$ cat src/rtl/vram_port_arbiter.sv
// vram_port_arbiter: shares one VRAM port between queued CPU writes and scanout reads
// Reads win by default. After STARVE_LIMIT consecutive read grants with writes
// pending, one write slot is forced.
// Ports: clk/rst (sync, active-high); wr_* CPU write request into FIFO, wr_overflow
//   sticky drop flag; rd_* scanout read request/grant and registered return data;
//   mem_* registered VRAM strobes/address/data and mem_rdata return; fifo_level.
// Optional: VRAM_ARB_STATS_EN adds stat_wr_cnt (mem_we cycles) and
//   stat_starve_cnt (cycles with rd_valid high but a write forced), 16-bit wrapping.
module vram_port_arbiter #(
   parameter int ADDR_W       = 16,
   parameter int DATA_W       = 16,
   parameter int FIFO_DEPTH   = 4,
   parameter int STARVE_LIMIT = 8,
   parameter int RD_LATENCY   = 1
) (
   input  logic                            clk,
   input  logic                            rst,
   input  logic                            wr_valid,
   output logic                            wr_ready,
   input  logic [ADDR_W-1:0]               wr_addr,
   input  logic [DATA_W-1:0]               wr_data,
   output logic                            wr_overflow,
   input  logic                            rd_valid,
   output logic                            rd_ready,
   input  logic [ADDR_W-1:0]               rd_addr,
   output logic [DATA_W-1:0]               rd_data,
   output logic                            rd_data_valid,
   output logic [ADDR_W-1:0]               mem_addr,
   output logic [DATA_W-1:0]               mem_wdata,
   output logic                            mem_we,
   output logic                            mem_re,
   input  logic [DATA_W-1:0]               mem_rdata,
`ifdef VRAM_ARB_STATS_EN
   output logic [$clog2(FIFO_DEPTH):0]     fifo_level,
   output logic [15:0]                     stat_wr_cnt,
   output logic [15:0]                     stat_starve_cnt
`else
   output logic [$clog2(FIFO_DEPTH):0]     fifo_level
`endif
);
   localparam int PTR_W = $clog2(FIFO_DEPTH);
   localparam int LVL_W = PTR_W + 1;
   localparam int SC_W  = $clog2(STARVE_LIMIT + 1);
   logic [ADDR_W-1:0] r_fa [FIFO_DEPTH];
   logic [DATA_W-1:0] r_fd [FIFO_DEPTH];
   logic [PTR_W-1:0]  r_wp, r_rp;
   logic [LVL_W-1:0]  r_lvl;
   logic [SC_W-1:0]   r_sc;
   logic              r_we, r_re, r_ovf, r_dv;
   logic [ADDR_W-1:0] r_addr;
   logic [DATA_W-1:0] r_wdata, r_rdata;
   logic [RD_LATENCY:0] r_vp;
   logic w_pend, w_full, w_push, w_rd, w_wr;
   assign w_pend = r_lvl != '0;
   assign w_full = r_lvl == LVL_W'(FIFO_DEPTH);
   // a full FIFO drops the write even if a pop happens this cycle
   assign w_push = wr_valid && !w_full;
   assign w_rd   = rd_valid && !(w_pend && r_sc >= SC_W'(STARVE_LIMIT));
   assign w_wr   = !w_rd && w_pend;
   assign wr_ready      = !w_full;
   assign wr_overflow   = r_ovf;
   assign rd_ready      = w_rd;
   assign rd_data       = r_rdata;
   assign rd_data_valid = r_dv;
   assign mem_addr      = r_addr;
   assign mem_wdata     = r_wdata;
   assign mem_we        = r_we;
   assign mem_re        = r_re;
   assign fifo_level    = r_lvl;
   always_ff @(posedge clk) begin
      if (w_push) begin
         r_fa[r_wp] <= wr_addr;
         r_fd[r_wp] <= wr_data;
      end
   end
   always_ff @(posedge clk) begin
      if (rst) begin
         r_wp    <= '0;
         r_rp    <= '0;
         r_lvl   <= '0;
         r_sc    <= '0;
         r_we    <= 1'b0;
         r_re    <= 1'b0;
         r_ovf   <= 1'b0;
         r_dv    <= 1'b0;
         r_addr  <= '0;
         r_wdata <= '0;
         r_rdata <= '0;
         r_vp    <= '0;
      end else begin
         if (w_push) r_wp <= r_wp + 1'b1;
         if (w_wr) r_rp <= r_rp + 1'b1;
         r_lvl <= r_lvl + LVL_W'(w_push) - LVL_W'(w_wr);
         // starvation count only advances while reads are bypassing pending writes
         r_sc  <= (w_rd && w_pend) ? ((r_sc == SC_W'(STARVE_LIMIT)) ? r_sc : r_sc + 1'b1) : '0;
         r_we  <= w_wr;
         r_re  <= w_rd;
         if (w_rd) begin
            r_addr <= rd_addr;
         end else if (w_wr) begin
            r_addr  <= r_fa[r_rp];
            r_wdata <= r_fd[r_rp];
         end
         // tap RD_LATENCY marks the cycle mem_rdata holds the granted read's data
         r_vp <= {r_vp[RD_LATENCY-1:0], w_rd};
         r_dv <= r_vp[RD_LATENCY];
         if (r_vp[RD_LATENCY]) r_rdata <= mem_rdata;
         r_ovf <= r_ovf | (wr_valid & w_full);
      end
   end
`ifdef VRAM_ARB_STATS_EN
   logic [15:0] r_swc, r_ssc;
   always_ff @(posedge clk) begin
      if (rst) begin
         r_swc <= '0;
         r_ssc <= '0;
      end else begin
         if (r_we) r_swc <= r_swc + 1'b1;
         if (rd_valid && w_wr) r_ssc <= r_ssc + 1'b1;
      end
   end
   assign stat_wr_cnt     = r_swc;
   assign stat_starve_cnt = r_ssc;
`endif
endmodule

$ cat config.mk
export PLATFORM = sky130hd
export DESIGN_NAME = vram_port_arbiter
export DESIGN_NICKNAME = d
export VERILOG_FILES = /design/src/rtl/vram_port_arbiter.sv
export SDC_FILE = /design/constraint.sdc
export NUM_CORES = 1
export LEC_CHECK = 0
export ABC_AREA = 0
export ABC_CLOCK_PERIOD_IN_PS = 4800
export BUFFER_PORTS_ARGS = -buffer_cell sky130_fd_sc_hd__buf_4
export CAP_MARGIN = 40
export CORE_ASPECT_RATIO = 1.5
export CORE_UTILIZATION = 50
export DETAILED_ROUTE_END_ITERATION = 12
export PLACE_DENSITY_LB_ADDON = 0.05
export SLEW_MARGIN = 20
export SYNTH_ARGS = -nofsm -noshare
export SYNTH_HDL_FRONTEND = slang
export SYNTH_SLANG_ARGS = --single-unit
$ cat constraint.sdc
create_clock -name clk -period 4.8 [get_ports clk]
set_input_delay 0.96 -clock clk [delete_from_list [all_inputs] [get_ports clk]]
set_output_delay 0.96 -clock clk [all_outputs]
set_load 0.02 [all_outputs]
==> impl_metrics.json <==
{
  "outcome": "finished clean",
  "ctsResizeCount": 0,
  "initial_core_util_pct": 51.3,
  "fin_cells": 738,
  "yosys.area_share.simple_pct": 5.51,
  "synthArstFlopShare_pct": 0,
  "layout-drive-gt1-share_pct": 39.0,
  "finalSetupTns_ps": 0,
  "synth_edf_count": 128,
  "antenna_cells": 0,
  "max_freq_mhz": 372,
  "viasPerCell": 5.37,
  "ys_ff_latch": 194,
  "io_buffers": 124,
  "rsz0062_at_grt": "no",
  "syn_area_um2": 7180,
  "grt_pass1_wl_um": 21700,
  "cts_inserted_buffers": 17,
  "place_inst": 705,
  "power_density_nw_per_um2": 492,
  "slew_viol_final": 0,
  "place_worst_setup_slack_ps": 1770,
  "crit_buf_inv": 1,
  "grt-ovfl-total": 0,
  "finalWorstSetupSlack_ps": 2110,
  "antenna_found_initial": 0,
  "yosys_warnings": 0,
  "cts_root_buffer": "clkbuf_16",
  "cts_tree": "done",
  "synth-xor-area-share_pct": 0.488,
  "wire_per_inst_um": 18.8,
  "setup_violations": 0,
  "dp_hpwl_um": 9310,
  "yosysSeqAreaShare_pct": 72.0,
  "die-height_um": 149,
  "relSlewSlack_pct": 47.5,
  "grt_pass1_vias": 4147,
  "synthFlopType": "edfxtp_1",
  "postSynthAreaPerCell_um2": 17.8,
  "crit_fanout": 6,
  "tightest_slew_ps": 785,
  "ant_nets": 0,
  "cap_violations": 0,
  "nets": 610,
  "synthAdderAreaFrac_pct": 1.67,
  "synth_top_cell_area_share_pct": 53.5,
  "crit_chain": "or3_1 -> a21oi_1 -> buf_4",
  "num_vias": 3960,
  "clk_latency_ps": 420,
  "synth_top_family_by_area": "multiplexers",
  "fin_skew_ps": 14.3,
  "power.total_w": 0.00445,
  "fin_crit_sh_pct": 55.9,
  "arrival_ps": 1730,
  "synth_area_leaders": "edfxtp_1 (54%), dfxtp_1 (18%), mux4_2 (10%)",
  "ctsHoldBuffers": 0,
  "fin_util_pct": 64.6,
  "p_leak_nw": 3.31,
  "clk_pin_slew_ps": 70,
  "synth_compound_area_share_pct": 5.61,
  "cts_setup_buffers": 0,
  "required_ps": 3840,
  "cts_sinks": 194,
  "final_common_cell": "buf_4",
  "clock_path_buffers": 2,
  "core-area_um2": 14000,
  "syn2layout_area_growth_pct": 26.0,
  "cpMaxStageDelayCell": "or3_1",
  "htree_levels": 4,
  "drt_wl_total_um": 13900,
  "path_class": "flop to output port",
  "dieArea_um2": 14800,
  "drt-pass1-iter-count": 4,
  "rrSetupSlack_ps": 2400,
  "grtUsageTotal_pct": 19.9,
  "dieWidth_um": 99.8,
  "rows": 53,
  "hold_class": "flop to flop",
  "yosys.area.top_type": "edfxtp_1",
  "drtIter0Drc": 206,
  "synthCells": 403,
  "ir_drop_uv": 347,
  "critPathLaunchType": "flop",
  "cp_top_family": "simple AND/OR/NAND/NOR gates",
  "place.gp.congestion": 0.660,
  "ios": 125,
  "period_needed_ps": 2690,
  "drcViolationCount": 0,
  "crit_path_max_incr_delay_ps": 550,
  "syn-num-nets": 480,
  "timing.final.hold_violations": 0,
  "final_cell_mix": "buf_4 (129), edfxtp_1 (128), dfxtp_1 (66)",
  "grt_max_degree": 50,
  "muxShareOfSynthArea_pct": 12.4,
  "end_kind": "output port",
  "yosys.cell_types.count": 36
}
[cell type report]
type	instances	area, um2
clock buffer	17	425
clock inverter	15	176
fill	993	4950
inverter	9	33.8
multi-input combinational	173	1860
sequential	194	5160
tap	192	240
timing repair buffer	138	1150
[metal layers]
layer  track usage [%]  share of wire (%)
met1              22.8                 41
met2              36.0                 54
met3              4.87                4.4
met4              6.84                1.3
met5                 0                  0
[worst paths after layout]
path,from,endpoint,depth (start not counted)
max reg2reg,fifo_level[2]$_SDFF_PP0_,fifo_level[2]$_SDFF_PP0_,9
max,fifo_level[2]$_SDFF_PP0_,rd_ready,3
min reg2reg,mem_wdata[3]$_SDFFE_PP0P_,mem_wdata[3]$_SDFFE_PP0P_,1
min,mem_wdata[3]$_SDFFE_PP0P_,mem_wdata[3]$_SDFFE_PP0P_,1
[metrics by stage]
stage	instance area, um2	hold WS, ps
after floorplan	7180	465
after global placement	8260	450
after detailed placement	8430	467
after CTS	9030	486
after global routing	9040	503
final	9040	485
[state kept, by name, indices dropped and copies added, names as in the netlist, named ones only]
register,flops
rd_data,16
mem_we,1
wr_overflow,1
r_fa,64
rd_data_valid,1
r_vp,2
fifo_level,3
mem_addr,16
mem_wdata,16
r_sc,4
r_wp,2
r_fd,64
r_rp,2
[kinds of logic (layout without fill, tap and decap cells)]
group,count (synthesis),after routing
AOI/OAI and AO/OA,46,46
and+or+nand+nor,65,65
xor gates and xnor gates,4,4
muxes,49,49
buffers and inverters,36,179
adders and majority gates,9,9
DFF,194,194
[cells in the mapped netlist (3+ instances only)]
library cell and n:
or3_1 3, nor2b_1 5, xnor2_1 3, nor4b_1 16
buf_6 3, a21oi_1 6, dfxtp_1 66, mux2i_1 17
mux4_2 32, a221o_1 16, and3_1 4, a22o_1 16
clkbuf_1 9, buf_2 9, inv_1 9, edfxtp_1 128
nand3_1 3, ha_1 8, nor2_1 24, buf_1 6
[power by group]
group	switching, W	internal (W)	leakage (nW)
sequential	0.000101	0.00198	1.71
clock	0.000663	0.000752	0.299
combinational	0.000484	0.000464	1.30
No activity file was read; power rests on OpenSTA's default activity.
